### src/rtl/uart_rx_fifo_pkg.sv
`default_nettype none
// ============================================================================
// Module      : uart_rx_fifo_pkg
// Description : Shared constants and types for the UART receive FIFO block.
// Revision    : 1.0 - initial release
// ============================================================================
package uart_rx_fifo_pkg;

    // 20 MHz core clock / 115200 baud
    localparam int UartCmpVal    = 173;
    localparam int FifoQueueSize = 32;
    localparam int RxFifoDepth   = FifoQueueSize;

    typedef logic [11:0] CsrAddrT;

    localparam CsrAddrT RxFifoCsrAddr = 12'h051;

    // Read-data layout of the RX data/status CSR
    typedef struct packed {
        logic [20:0] pad;
        logic        framing;
        logic        overrun;
        logic        valid;
        logic [7:0]  data;
    } UartRxCsrT;

    typedef enum logic [1:0] {
        RX_IDLE  = 2'd0,
        RX_START = 2'd1,
        RX_DATA  = 2'd2,
        RX_STOP  = 2'd3
    } uart_rx_state_e;

endpackage
`default_nettype wire

### src/rtl/uart_rx_fifo_fsm.sv
`default_nettype none
// ============================================================================
// Module      : uart_rx_fsm
// Description : 8N1 receiver front end: input synchroniser, bit timing and
//               deserialiser. Emits one-cycle push / framing-error strobes.
// Revision    : 1.0 - initial release
// ============================================================================
module uart_rx_fsm
    import uart_rx_fifo_pkg::*;
#(
    parameter int CMP_VAL = UartCmpVal
) (
    input  logic       clk,
    input  logic       reset_n,
    input  logic       rx_i,
    output logic [7:0] byte_o,
    output logic       push_o,
    output logic       frame_err_o
);

    localparam int               CNT_W     = $clog2(CMP_VAL);
    localparam logic [CNT_W-1:0] HALF_LAST = CNT_W'(CMP_VAL / 2 - 1);
    localparam logic [CNT_W-1:0] BIT_LAST  = CNT_W'(CMP_VAL - 1);
    localparam logic [CNT_W-1:0] CNT_ONE   = CNT_W'(1);

    logic             rx_meta_q;
    logic             rx_s_q;
    uart_rx_state_e   state_q;
    logic [CNT_W-1:0] cnt_q;
    logic [2:0]       bit_idx_q;
    logic [7:0]       shift_q;
    logic             push_q;
    logic             ferr_q;

    // Two-flop synchroniser; idle-high line so flops reset to 1
    always_ff @(posedge clk or negedge reset_n) begin
        if (!reset_n) begin
            rx_meta_q <= 1'b1;
            rx_s_q    <= 1'b1;
        end else begin
            rx_meta_q <= rx_i;
            rx_s_q    <= rx_meta_q;
        end
    end

    // Frame FSM: start-bit qualification at mid-bit, then centre-sampled data and stop bits
    always_ff @(posedge clk or negedge reset_n) begin
        if (!reset_n) begin
            state_q   <= RX_IDLE;
            cnt_q     <= '0;
            bit_idx_q <= 3'd0;
            shift_q   <= 8'h00;
            push_q    <= 1'b0;
            ferr_q    <= 1'b0;
        end else begin
            push_q <= 1'b0;
            ferr_q <= 1'b0;
            case (state_q)
                RX_IDLE: begin
                    cnt_q <= '0;
                    if (!rx_s_q) begin
                        state_q <= RX_START;
                    end
                end
                RX_START: begin
                    if (cnt_q == HALF_LAST) begin
                        cnt_q <= '0;
                        if (!rx_s_q) begin
                            state_q   <= RX_DATA;
                            bit_idx_q <= 3'd0;
                        end else begin
                            // Line returned high before mid start bit: glitch
                            state_q <= RX_IDLE;
                        end
                    end else begin
                        cnt_q <= cnt_q + CNT_ONE;
                    end
                end
                RX_DATA: begin
                    if (cnt_q == BIT_LAST) begin
                        cnt_q     <= '0;
                        shift_q   <= {rx_s_q, shift_q[7:1]};
                        bit_idx_q <= bit_idx_q + 3'd1;
                        if (bit_idx_q == 3'd7) begin
                            state_q <= RX_STOP;
                        end
                    end else begin
                        cnt_q <= cnt_q + CNT_ONE;
                    end
                end
                RX_STOP: begin
                    if (cnt_q == BIT_LAST) begin
                        cnt_q   <= '0;
                        state_q <= RX_IDLE;
                        if (rx_s_q) begin
                            push_q <= 1'b1;
                        end else begin
                            ferr_q <= 1'b1;
                        end
                    end else begin
                        cnt_q <= cnt_q + CNT_ONE;
                    end
                end
                default: begin
                    state_q <= RX_IDLE;
                    cnt_q   <= '0;
                end
            endcase
        end
    end

    assign byte_o      = shift_q;
    assign push_o      = push_q;
    assign frame_err_o = ferr_q;

endmodule
`default_nettype wire

### src/rtl/uart_rx_fifo.sv
`default_nettype none
// ============================================================================
// Module      : uart_rx_fifo
// Description : UART receiver with byte FIFO, sticky error flags, a single
//               read-and-pop CSR and a level interrupt while data is pending.
// Revision    : 1.0 - initial release
// ============================================================================
module uart_rx_fifo
    import uart_rx_fifo_pkg::*;
#(
    parameter int      CmpVal    = UartCmpVal,
    parameter int      Depth     = RxFifoDepth,
    parameter CsrAddrT RxCsrAddr = RxFifoCsrAddr
) (
    input  logic        clk,
    input  logic        reset_n,
    input  logic        rx,
    input  logic        csr_enable,
    input  logic [11:0] csr_addr,
    output logic [31:0] csr_out,
    output logic        rx_irq
);

    localparam int              PTR_W    = $clog2(Depth);
    localparam int              CNT_W    = PTR_W + 1;
    localparam logic [CNT_W-1:0] FULL_CNT = CNT_W'(Depth);
    localparam logic [CNT_W-1:0] CNT_ONE  = CNT_W'(1);
    localparam logic [PTR_W-1:0] PTR_ONE  = PTR_W'(1);

    logic [7:0]       rx_byte;
    logic             rx_push;
    logic             rx_ferr;

    logic [7:0]       mem_q [Depth];
    logic [PTR_W-1:0] wr_ptr_q, wr_ptr_d;
    logic [PTR_W-1:0] rd_ptr_q, rd_ptr_d;
    logic [CNT_W-1:0] count_q, count_d;
    logic             overrun_q, overrun_d;
    logic             framing_q, framing_d;

    logic             fifo_empty;
    logic             fifo_full;
    logic             pop_req;
    logic             do_pop;
    logic             do_push;
    UartRxCsrT        csr_s;

    uart_rx_fsm #(
        .CMP_VAL (CmpVal)
    ) u_fsm (
        .clk         (clk),
        .reset_n     (reset_n),
        .rx_i        (rx),
        .byte_o      (rx_byte),
        .push_o      (rx_push),
        .frame_err_o (rx_ferr)
    );

    // FIFO bookkeeping; a pop frees the slot the same-cycle push needs when full
    always_comb begin
        fifo_empty = (count_q == '0);
        fifo_full  = (count_q == FULL_CNT);
        pop_req    = csr_enable && (csr_addr == RxCsrAddr);
        do_pop     = pop_req && !fifo_empty;
        do_push    = rx_push && (!fifo_full || do_pop);

        wr_ptr_d  = wr_ptr_q;
        rd_ptr_d  = rd_ptr_q;
        count_d   = count_q;
        overrun_d = overrun_q;
        framing_d = framing_q;

        if (do_push) begin
            wr_ptr_d = wr_ptr_q + PTR_ONE;
        end
        if (do_pop) begin
            rd_ptr_d = rd_ptr_q + PTR_ONE;
        end
        case ({do_push, do_pop})
            2'b10:   count_d = count_q + CNT_ONE;
            2'b01:   count_d = count_q - CNT_ONE;
            default: count_d = count_q;
        endcase

        // Any read clears the sticky flags; a new error in the same cycle wins
        if (pop_req) begin
            overrun_d = 1'b0;
            framing_d = 1'b0;
        end
        if (rx_push && fifo_full && !do_pop) begin
            overrun_d = 1'b1;
        end
        if (rx_ferr) begin
            framing_d = 1'b1;
        end
    end

    // Pointer, count and flag state
    always_ff @(posedge clk or negedge reset_n) begin
        if (!reset_n) begin
            wr_ptr_q  <= '0;
            rd_ptr_q  <= '0;
            count_q   <= '0;
            overrun_q <= 1'b0;
            framing_q <= 1'b0;
        end else begin
            wr_ptr_q  <= wr_ptr_d;
            rd_ptr_q  <= rd_ptr_d;
            count_q   <= count_d;
            overrun_q <= overrun_d;
            framing_q <= framing_d;
        end
    end

    // Storage array; contents are only observable while count says valid
    always_ff @(posedge clk) begin
        if (do_push) begin
            mem_q[wr_ptr_q] <= rx_byte;
        end
    end

    // Read data is built straight from current state
    always_comb begin
        csr_s         = '0;
        csr_s.framing = framing_q;
        csr_s.overrun = overrun_q;
        csr_s.valid   = !fifo_empty;
        csr_s.data    = fifo_empty ? 8'h00 : mem_q[rd_ptr_q];
    end

    assign csr_out = csr_s;
    assign rx_irq  = !fifo_empty;

endmodule
`default_nettype wire

### config.mk
export PLATFORM = sky130hd
export DESIGN_NAME = uart_rx_fifo
export DESIGN_NICKNAME = d
export VERILOG_FILES = /design/src/rtl/uart_rx_fifo_pkg.sv /design/src/rtl/uart_rx_fifo_fsm.sv /design/src/rtl/uart_rx_fifo.sv
export SDC_FILE = /design/constraint.sdc
export NUM_CORES = 1
export LEC_CHECK = 0
export ABC_AREA = 1
export BUFFER_PORTS_ARGS = -buffer_cell sky130_fd_sc_hd__buf_2
export CORE_MARGIN = 4
export CORE_UTILIZATION = 66
export CTS_CLUSTER_DIAMETER = 50
export DETAILED_ROUTE_END_ITERATION = 8
export PLACE_DENSITY = 0.84
export SYNTH_ARGS = -nofsm -noshare
export SYNTH_HDL_FRONTEND = slang
export SYNTH_SLANG_ARGS = --single-unit
export TNS_END_PERCENT = 50
### constraint.sdc
create_clock -name clk -period 4.7 [get_ports clk]
set_clock_uncertainty 0.05 [all_clocks]
set_input_delay 1.175 -clock clk [delete_from_list [all_inputs] [get_ports clk]]
set_output_delay 1.175 -clock clk [all_outputs]
set_load 0.02 [all_outputs]
# Word level (Yosys, flattened, before mapping)
# Memory sizes are Yosys's and may differ from the RTL's.
# Index checks and enable logic that the tools add are counted.
# W data, S select, Z words.
# op_classes
muxes	27
eq_ne	16
n_addsub	6
reduce_logical	19
# op_table
operator	n
$mux W8	3
$pmux W8 S3	1
$eq A12 B7 Y1 const B	1
$mux W2	6
$pmux W6 S2	1
$mux W1	11
$add A5 B1 Y5 const B	2
$mux W3	3
$add A8 B1 Y8 const B	1
$eq A8 B7 Y1 const B	1
$eq A8 B8 Y1 const B	1
$ne A2 B1 Y1 const B	4
$pmux W2 S4	1
$reduce_bool A2 Y1	4
$add A6 B1 Y6 const B	1
$eq A2 B2 Y1 const B	3
$eq A6 B6 Y1 const B	1
$logic_not A6 Y1	1
$pmux W3 S2	1
$sub A6 B1 Y6 const B	1
$logic_and A1 B1 Y1	5
$reduce_and A5 Y1	1
$eq A2 B1 Y1 const B	2
$ne A2 B2 Y1 const B	2
8 further kinds	10
# word_totals
mem_bits_rw	256
reg_bits	43
memories	1
inputBits	16
output_inout_bits	33
elab_cells	82
# mem_list
name	words	width	read_ports	rd_clocked_by_memory_dff	wr	line_no	source
mem_q	32	8	1	0	1	uart_rx_fifo.sv:34	logic [7:0] mem_q [Depth];

# Logic depth before layout (Yosys ltp)
# Gate-level depths: netlist of run 1.
# depth
depth_word	7
mapped_depth	18
mapped_depth_nobuf	18

# By module
# From an unflattened synthesis of run 1, not the netlist that was laid out.
# unflattened
cells_unflattened	1083
hier_area_um2	12692.2
# modules_own_cells
mod	area_each_um2	seq_area_each_um2	instances	cells_per_inst
uart_rx_fifo	11499.8	8137.8	1	942
uart_rx_fsm	1192.4	628.1	1	141

# Least setup slack after synthesis of run 1
# Ideal clock, no wire load.
# synth_timing
kind	input -> register
start	input csr_addr[3]
end	memory mem_q[31][0] (enable)
path_buffers	1
t_required_ns	4.270
t_arrival_ns	2.595
setup_ns	0.380
path_slack_ns	1.675
path_stages	8
cell_sequence	nor2_1 > nand3_2 > nor2_4 > nor2_1 > nor2_4 > nand2_1 > buf_4 > nor4_2
# synth_via
elab_chain_len	7
# synth_rtl
item	line_no	source
start: declaration	uart_rx_fifo.sv:19	input logic [11:0] csr_addr,
$eq A12 B7 Y1	uart_rx_fifo.sv:63	pop_req = csr_enable && (csr_addr == RxCsrAddr);
$logic_and A1 B1 Y1	uart_rx_fifo.sv:63	
$logic_and A1 B1 Y1	uart_rx_fifo.sv:64	do_pop = pop_req && !fifo_empty;
$logic_or A1 B1 Y1	uart_rx_fifo.sv:65	do_push = rx_push && (!fifo_full || do_pop);
$logic_and A1 B1 Y1	uart_rx_fifo.sv:65	
$mux W1	uart_rx_fifo.sv:117	if (do_push) begin
$mux W1 (implied by the code)	uart_rx_fifo.sv:118	mem_q[wr_ptr_q] <= rx_byte;
end: declaration	uart_rx_fifo.sv:34	
# No other way between the ends.

# Final worst setup path of run 1
# layout_timing
start	register rd_ptr_q[1]
end	output csr_out[3]
# layout_via
elab_chain_len	2
# layout_rtl
item	line_no	source
start: declaration	uart_rx_fifo.sv:36	logic [PTR_W-1:0] rd_ptr_q, rd_ptr_d;
start signal: assignment	uart_rx_fifo.sv:108	rd_ptr_q <= rd_ptr_d;
$mem_v2 Z32 W8	n/a	
$mux W8	uart_rx_fifo.sv:128	csr_s.data = fifo_empty ? 8'h00 : mem_q[rd_ptr_q];
end: declaration	uart_rx_fifo.sv:20	output logic [31:0] csr_out,
# No other way between the ends.

==> results of run 1 <==
-- flip-flops by register name, indices dropped and copies added (netlist names), named ones only --
| signal | count |
|---|---|
| framing_q | 1 |
| wr_ptr_q | 5 |
| u_fsm.bit_idx_q | 3 |
| mem_q | 256 |
| u_fsm.push_o | 1 |
| count_q | 6 |
| overrun_q | 1 |
| rd_ptr_q | 5 |
| u_fsm.frame_err_o | 1 |
| u_fsm.rx_meta_q | 1 |
| u_fsm.cnt_q | 8 |
| u_fsm.byte_o | 8 |
| u_fsm.state_q | 1 |
| u_fsm.rx_s_q | 1 |
-- cells in the mapped netlist (15+ instances only) --
master | count | area [µm²]
edfxtp_1 | 256 | 7690
nor2_1 | 206 | 773
o21ai_0 | 109 | 546
nand2_1 | 107 | 402
o21ai_1 | 47 | 235
dfrtp_1 | 41 | 1030
inv_1 | 40 | 150
o22ai_1 | 38 | 238
nand3_1 | 35 | 175
clkbuf_1 | 29 | 109
buf_4 | 26 | 195
o221ai_1 | 20 | 175
buf_2 | 18 | 90.1
inv_2 | 15 | 56.3
nand4_1 | 15 | 93.8
-- cells by family (layout without fill, tap and decap cells) --
group / count (synthesis) / count (layout) / share of synthesized area
other: 1 / 21 / 0.000297
AOI/OAI and AO/OA: 234 / 234 / 0.106
buffers and inverters: 131 / 144 / 0.0485
xor gates and xnor gates: 13 / 13 / 0.00902
DFF: 299 / 299 / 0.695
and+or+nand+nor: 387 / 387 / 0.131
adders and majority gates: 11 / 11 / 0.0109
-- critical path: stages, from the launching register on --
cell	delay, ns
dfrtp_2	0.41
inv_2	0.76
o21ai_0	0.29
o221ai_1	0.24
o211ai_1	0.16
nand3_1	0.16
o21ai_1	0.07
nor2_1	0.15
buf_2	0.19
-- worst min-delay path by stage --
| stage | from | end | slack, ns | cells after the start |
|---|---|---|---|---|
| after detailed placement | u_fsm.rx_meta_q$_DFF_PN1_ | u_fsm.rx_s_q$_DFF_PN1_ | 0.30 | 0 |
| after global placement | u_fsm.rx_meta_q$_DFF_PN1_ | u_fsm.rx_s_q$_DFF_PN1_ | 0.30 | 0 |
| after global routing | u_fsm.rx_meta_q$_DFF_PN1_ | u_fsm.rx_s_q$_DFF_PN1_ | 0.31 | 0 |
| final | u_fsm.rx_meta_q$_DFF_PN1_ | u_fsm.rx_s_q$_DFF_PN1_ | 0.31 | 0 |
| after floorplan | u_fsm.rx_meta_q$_DFF_PN1_ | u_fsm.rx_s_q$_DFF_PN1_ | 0.30 | 0 |
| after CTS | u_fsm.rx_meta_q$_DFF_PN1_ | u_fsm.rx_s_q$_DFF_PN1_ | 0.31 | 0 |
-- power breakdown --
| part | switching [mW] | internal, mW | total [mW] |
|---|---|---|---|
| Combinational | 0.0477 | 0.0154 | 0.0630 |
| Sequential | 0.00178 | 2.84 | 2.85 |
| Clock | 0.937 | 1.26 | 2.20 |
| Total | 0.987 | 4.12 | 5.11 |
-- cell type report --
class	instances	area, µm²
Sequential cell	299	8770
Tap cell	234	293
Clock buffer	40	777
Fill cell	1168	5060
Inverter	56	211
Clock inverter	11	110
Multi-Input combinational cell	666	3320
Timing Repair Buffer	37	223
-- routing by layer --
layer  wire length (µm)  track usage  vias to the layer above
met5                  0            0                        -
met4                917       0.0941                        0
met3               2600       0.0363                       75
met2              13500        0.425                      506
met1              10900        0.365                     4051
li1                   -            -                     3832
==> results.ini, run 1 <==
[clock_network]
clock-sinks=299
cts_resized=0
hold_buffers=0
cts_tree=built
htree_levels=1
cts_setup_buffers=0
cts-root-buf=clkbuf_16
clkTransAtPathRegs_ns=0.06
clock_path_buffers=3
cts_made_buffers=29
clock_latency_ns=0.54

[global_route]
grt_use_total=0.260
grt_pass1_vias=8110
grt-ovfl-total=0
antenna_found_initial=0
grt_max_degree=91
grt_pass1_wl_mm=43.8

[timing]
holdWs_ns=0.307
hold_viol_final=0
setup_ws_ns=0.502
setup-tns-final_ns=0
setup_violations=0
rsz0062_at_grt=no
slew_violations=0
period_share=0.893
timing.fmax_mhz=238
period_minus_slack_ns=4.20
max_slew_margin=0.149
worst-slew-pin-transition_ns=1.28

[pwr]
vdd_drop_max_v=0.000356
finalPower_mw=5.11
p_leak_nw=5.58
power_per_cell_area_mw_per_mm2=373

[finish]
final_common_cell=edfxtp_1
finalNonFillerCells=1343
fin_util=0.730
num_antenna_cells=0
final_cell_area_mm2=0.0137
final_nets=1116
synthToLayoutAreaGrowth_pct=8.58
layout-drive-gt1-share=0.0983
final_cell_mix=edfxtp_1, nor2_1, o21ai_0

[outcome]
status=complete, no violations

[place]
portBuffers=27
place_hpwl_mm=16.1
placed_area_mm2=0.0128
pre_cts_ws_ns=1.07
gp_congestion=0.896
post-place-cells=1292

[floorplan]
die_width_um=146
io_pins=49
num_rows=50
core_area_mm2=0.0188
die_y_um=146
initial_core_util=0.672
die-area_mm2=0.0214

[logic_synthesis]
yosys_warnings=0
ys.flop_type=edfxtp_1
synth_cell_type_count=43
synth_edf_count=256
synth_area_mm2=0.0126
synthArstFlopShare=0.144
synthCells=1076
avgSynthCellArea_um2=11.7
yosysSeqAreaShare=0.695
synth_seq_cells=299

[critical_path]
timing.rr.start=count_q[0]$_DFFE_PN0P_
arrival_ns=2.97
crit_path_start_kind=flip-flop
crit_required_ns=3.47
crit_path_start=rd_ptr_q[1]$_DFFE_PN0N_
critPathKind=reg2out
r2r_slack_ns=2.03
critPathMaxFanout=58
ff2ff_path_depth=6
setup.worst_path.end=csr_out[3]
crit_path_end_kind=output pin
r2r-end=mem_q[31][3]$_DFFE_PP_

[job]
cap_violations=0

[route]
drt_wl_total_mm=28.0
drtPass1Iterations=6
wire_per_inst_um=20.8
antenna_left=0
drc_errors=0
routed_via_density=6.30
vias=8464
initialDrtViolationCount=1056

[hold_path]
min_path_type=reg2reg

No activity file was read; power rests on OpenSTA's default activity.
==> inputs of run 2 (changes only) <==
--- a/config.mk
+++ b/config.mk
@@ -5,10 +5,10 @@
 export SDC_FILE = /design/constraint.sdc
 export NUM_CORES = 1
 export LEC_CHECK = 0
-export ABC_AREA = 1
 export BUFFER_PORTS_ARGS = -buffer_cell sky130_fd_sc_hd__buf_2
 export CORE_MARGIN = 4
 export CORE_UTILIZATION = 66
+export CTS_BUF_LIST = sky130_fd_sc_hd__clkbuf_16
 export CTS_CLUSTER_DIAMETER = 50
 export DETAILED_ROUTE_END_ITERATION = 8
 export PLACE_DENSITY = 0.84
==> run 2 against run 1 <==
Compared with the run above:
- flip-flop and latch count did not move
- critical path type unchanged
- first-iteration DRC count shrank 22%
- die area down 2.1%
- critical endpoint is now csr_out[5]
- area after synthesis decreased by 2.2%
- largest cell class unchanged
- largest power group unchanged
- synthesized cell count down 34%
- register-to-register slack worse by 0.05 ns
- setup slack worse by 0.21 ns
- critical path depth decreased by 1
- highest routed layer unchanged
- sequential share of layout area up 0.42 points
- global-route usage grew 0.42 points
- non-clock buffer count fell by 3
- count of clock-buffer cells in the layout shrank 9
==> results.ini, run 2 <==
[pwr]
netSwitchingFraction=0.196
p_leak_nw=5.21
vdd_drop_max_v=0.000412
finalPower_mw=5.33
power_per_cell_area_mw_per_mm2=392
pwr-share-comb=0.007
seq_power_share=0.534
netSwitchingPower_mw=1.04
p_int_mw=4.29
power_frac_clock=0.459

[global_route]
grt-ovfl-total=0
antenna_found_initial=0
gr-max-usage-layer=met2
use_met1=0.346
grt_use_total=0.264
grt_pass1_vias=6732
grt_pass1_wl_mm=40.7
grt_max_degree=50
met2_usage=0.457
use_met3=0.0450

[floorplan]
die_width_um=145
initial_core_util=0.678
io_pins=49
num_rows=49
core_area_mm2=0.0182
die_y_um=145
die-area_mm2=0.0210

[critical_path]
slowest_stage=dfrtp_4
arrival_ns=3.18
critPathKind=reg2out
critPathMaxFanout=27
crit_path_start_kind=flip-flop
cp_common_cell=o21ai_0
slowest_delay_ns=0.74
crit_path_end_kind=output pin
crit_buf_inv=2
crit_chain=buf_4 -> mux2_2 -> o21ai_0 -> a2111oi_0 -> o21ai_0 -> nand2_1 -> buf_2
critPathTopFamily=compound AO/OA/AOI/OAI gates
crit_required_ns=3.47

[outcome]
status=complete, no violations

[route]
drt_wl_total_mm=26.6
antenna_left=0
wire_per_inst_um=26.7
drc_errors=0
drtPass1Iterations=5
initialDrtViolationCount=824
routed_via_density=6.63
vias=6605

[hold_path]
min_path_type=reg2reg

[place]
gp_congestion=0.866
post-place-cells=938
pre_cts_ws_ns=0.546
portBuffers=27
placed_area_mm2=0.0125
place_hpwl_mm=15.2

[timing]
period_share=0.938
setup_ws_ns=0.292
hold_viol_final=0
setup-tns-final_ns=0
rsz0062_at_grt=no
timing.fmax_mhz=227
max_slew_margin=0.179
setup_violations=0
worst-slew-pin-transition_ns=1.23
slew_violations=0
period_minus_slack_ns=4.41

[logic_synthesis]
ys.flop_type=edfxtp_1
avgSynthCellArea_um2=17.4
synth_most_common_cell=edfxtp_1
synthTopCellsByArea=edfxtp_1, dfrtp_1, mux4_2
synth_commonest_cells=edfxtp_1, nor2_1, mux4_2
yosysSeqAreaShare=0.710
synthArstFlopShare=0.144
synth.largest_area_cell=edfxtp_1
synth_top_area_frac=0.623
synth_cell_type_count=60
yosys_warnings=0
synth_seq_cells=299
synth_area_mm2=0.0123
synthCells=710
synth_edf_count=256

[finish]
top_register=mem_q
largest_reg_flops=256
synthToLayoutAreaGrowth_pct=10.3
layout-drive-gt1-share=0.216
finalNonFillerCells=996
final_nets=771
fill_cells=971
final_common_cell=edfxtp_1
final_cell_mix=edfxtp_1, nor2_1, mux4_2
final_cell_area_mm2=0.0136
num_antenna_cells=0

[clock_network]
hold_buffers=0
clkTransAtPathRegs_ns=0.06
cts_made_buffers=31
cts-root-buf=clkbuf_16
clock_path_buffers=3
clock-sinks=299
cts_tree=built
htree_levels=1
clock_latency_ns=0.54

[job]
cap_violations=0

[run 2: path summary, 6_finish.rpt]
check,start,endpoint,slack [ns],cells past startpoint
min,u_fsm.rx_meta_q$_DFF_PN1_,u_fsm.rx_s_q$_DFF_PN1_,0.31,0
max,rd_ptr_q[1]$_DFFE_PN0N_,csr_out[5],0.29,7
max in group asynchronous,reset_n,rd_ptr_q[1]$_DFFE_PN0N_,3.16,1
min in group asynchronous,reset_n,u_fsm.bit_idx_q[2]$_DFFE_PN0P_,0.74,1
max reg2reg,count_q[0]$_DFFE_PN0P_,count_q[2]$_DFFE_PN0P_,1.98,9
min reg2reg,u_fsm.rx_meta_q$_DFF_PN1_,u_fsm.rx_s_q$_DFF_PN1_,0.31,0
[run 2: metrics by stage]
step / hold slack (ns) / utilization
after floorplan: 0.295 / -
after global placement: 0.296 / 0.689
after detailed placement: 0.297 / 0.689
after CTS: 0.306 / 0.747
after global routing: 0.309 / 0.748
final: 0.305 / 0.748
[run 2: logic make-up (layout without fill, tap and decap cells)]
| kind of cell | Yosys count | after routing | synth area share |
|---|---|---|---|
| and+or+nand+nor | 147 | 147 | 0.0632 |
| muxes | 106 | 106 | 0.133 |
| buffers and inverters | 59 | 96 | 0.0295 |
| adders and majority gates | 11 | 11 | 0.0111 |
| AOI/OAI and AO/OA | 68 | 68 | 0.0396 |
| DFF | 299 | 299 | 0.710 |
| xor gates and xnor gates | 19 | 19 | 0.0135 |
| other | 1 | 21 | 0.000304 |
[run 2: cell type report]
cell class,instances,area [µm²],area share
inverters,6,22.5,0.00165
multi-input cells,372,3290,0.242
flip-flops and latches,299,8770,0.644
clock inverters,25,258,0.0189
well taps,229,287,0.0210
repair buffers,34,213,0.0156
clock buffers,31,776,0.0570
[run 2: metal layers]
layer | wire length (µm) | vias to the layer above
met5 | 0 | -
met1 | 9730 | 3351
met2 | 13800 | 369
li1 | - | 2811
met4 | 904 | 0
met3 | 2140 | 74
[run 2: timing repair]
item | in CTS | in global routing
setup buffers | 1 | 1
setup endpoints to repair | 1 | 2
gates resized for setup | 0 | 1
[run 2: power groups by stage]
stage	Sequential, mW	Clock, mW	Combinational (mW)
after floorplan	2.90	0	0.0366
after global routing	2.84	2.61	0.0413
after detailed placement	2.90	0	0.0366
after global placement	2.90	0	0.0357
after CTS	2.85	2.47	0.0368
final	2.85	2.45	0.0366
==> inputs of run 3 (changes only) <==
--- a/config.mk
+++ b/config.mk
@@ -5,6 +5,7 @@
 export SDC_FILE = /design/constraint.sdc
 export NUM_CORES = 1
 export LEC_CHECK = 0
+export ABC_AREA = 1
 export BUFFER_PORTS_ARGS = -buffer_cell sky130_fd_sc_hd__buf_2
 export CORE_MARGIN = 4
 export CORE_UTILIZATION = 66
==> run 3 against run 2 <==
Compared with the run above:
- fmax grew 4.9%
- final cell count grew 35%
- count of clock-buffer cells in the layout fell by 2
- flip-flop and latch count did not move
- global-route usage shrank 0.42 points
- cell area is 0.54% higher
- register-to-register slack improved by 0.04 ns
- die area rose by 2.1%
- sequential power barely moved
- sequential share of layout area down 0.37 points
- routed wire length grew 4.8%
- non-clock buffer count increased by 3
- critical endpoint is now csr_out[3]
- largest cell class unchanged
- highest routed layer unchanged
==> results.ini, run 3 (same netlist as run 1, synthesis figures left out) <==
[hold_path]
whs_path_depth=0
min_path_type=reg2reg
whs_endpoint=u_fsm.rx_s_q$_DFF_PN1_
hp-start=u_fsm.rx_meta_q$_DFF_PN1_

[critical_path]
r2r_slack_ns=2.02
critPathMaxFanout=58
crit_required_ns=3.47
r2r-end=mem_q[31][3]$_DFFE_PP_
ff2ff_path_depth=6
crit_path_end_kind=output pin
critPathKind=reg2out
timing.rr.start=count_q[0]$_DFFE_PN0P_
crit_buf_inv=2
arrival_ns=2.98
crit_chain=inv_2 -> o21ai_0 -> o221ai_1 -> o211ai_1 -> nand3_1 -> o21ai_1 -> nor2_1 -> buf_2
slowest_delay_ns=0.75
slowest_stage=inv_2
critPathTopFamily=buffers and inverters
crit_path_start_kind=flip-flop

[route]
wire_per_inst_um=20.8
routed_via_density=6.29
drc_errors=0
vias=8449
drtPass1Iterations=6
antenna_left=0
initialDrtViolationCount=1026
drt_wl_total_mm=27.9

[clock_network]
clkTransAtPathRegs_ns=0.06
cts-root-buf=clkbuf_16
clock-sinks=299
hold_buffers=0
cts_made_buffers=29
cts_setup_buffers=0
clock_latency_ns=0.54
cts_resized=0
cts_tree=built
htree_levels=1
clock_path_buffers=3

[timing]
period_share=0.894
hold_viol_final=0
timing.fmax_mhz=238
period_minus_slack_ns=4.20
max_slew_margin=0.136
rsz0062_at_grt=no
setup_violations=0
setup-tns-final_ns=0
slew_violations=0
worst-slew-pin-transition_ns=1.30

[pwr]
vdd_drop_max_v=0.000357
p_leak_nw=5.62
power_per_cell_area_mw_per_mm2=370

[floorplan]
core_area_mm2=0.0188
num_rows=50
die_width_um=146
initial_core_util=0.672
die-area_mm2=0.0214
io_pins=49
die_y_um=146

[global_route]
grt_use_total=0.260
grt_pass1_wl_mm=43.8
antenna_found_initial=0
grt_pass1_vias=8110
grt_max_degree=91
grt-ovfl-total=0

[place]
gp_congestion=0.896
place_hpwl_mm=16.1
post-place-cells=1292
portBuffers=27

[finish]
synthToLayoutAreaGrowth_pct=8.50
finalNonFillerCells=1343
final_nets=1116
fin_util=0.730
num_antenna_cells=0
final_cell_mix=edfxtp_1, nor2_1, o21ai_0
layout-drive-gt1-share=0.0974
top_register=mem_q
final_common_cell=edfxtp_1
largest_reg_flops=256

[job]
cap_violations=0

[outcome]
status=complete, no violations

[run 3: final cells by class]
| type | count | area (µm²) |
|---|---|---|
| timing repair buffer | 37 | 223 |
| sequential | 299 | 8770 |
| clock inverter | 22 | 151 |
| clock buffer | 29 | 726 |
| multi-input combinational | 666 | 3320 |
| inverter | 56 | 211 |
| tap | 234 | 293 |
| fill | 1167 | 5070 |
[run 3: worst reg2reg max path: stages (launching register included)]
cell	delay (ns)
dfrtp_1	0.43
nor2_1	0.12
nand3_1	0.16
nor2_1	0.10
nor2_4	0.23
nand2_1	0.36
nor4_2	0.85
[run 3: power by group]
part	leakage, nW	internal (mW)	switching (mW)
clock network	0.463	1.22	0.939
registers	3.50	2.84	0.00178
logic	1.65	0.0154	0.0475
total	5.62	4.08	0.988
[run 3: worst max path at each step]
stage / from / to / cells past startpoint
after CTS: rd_ptr_q[1]$_DFFE_PN0N_ / csr_out[3] / 8
after global routing: rd_ptr_q[1]$_DFFE_PN0N_ / csr_out[3] / 8
final: rd_ptr_q[1]$_DFFE_PN0N_ / csr_out[3] / 8
after global placement: csr_addr[3] / mem_q[31][0]$_DFFE_PP_ / 8
after detailed placement: csr_addr[3] / mem_q[31][6]$_DFFE_PP_ / 8
after floorplan: csr_addr[3] / mem_q[31][0]$_DFFE_PP_ / 8
[run 3: stage by stage]
stage               hold WS (ns)  worst slack, ns  cell area [µm²]  total power [mW]
CTS                        0.308            0.542            13700              5.09
floorplan                  0.295             1.67            12700              2.95
finish                     0.306            0.499            13700              5.07
detailed placement         0.300             1.07            12800              2.96
global placement           0.296             1.14            12800              2.96
global route               0.311            0.388            13700              5.21
[run 3: metal layers]
metal  global-route usage  vias up  share of wire
li1                     -     3831              -
met1                0.365     4038           0.39
met4               0.0941        0          0.028
met5                    0        -              0
met2                0.425      515           0.48
met3               0.0363       65          0.097
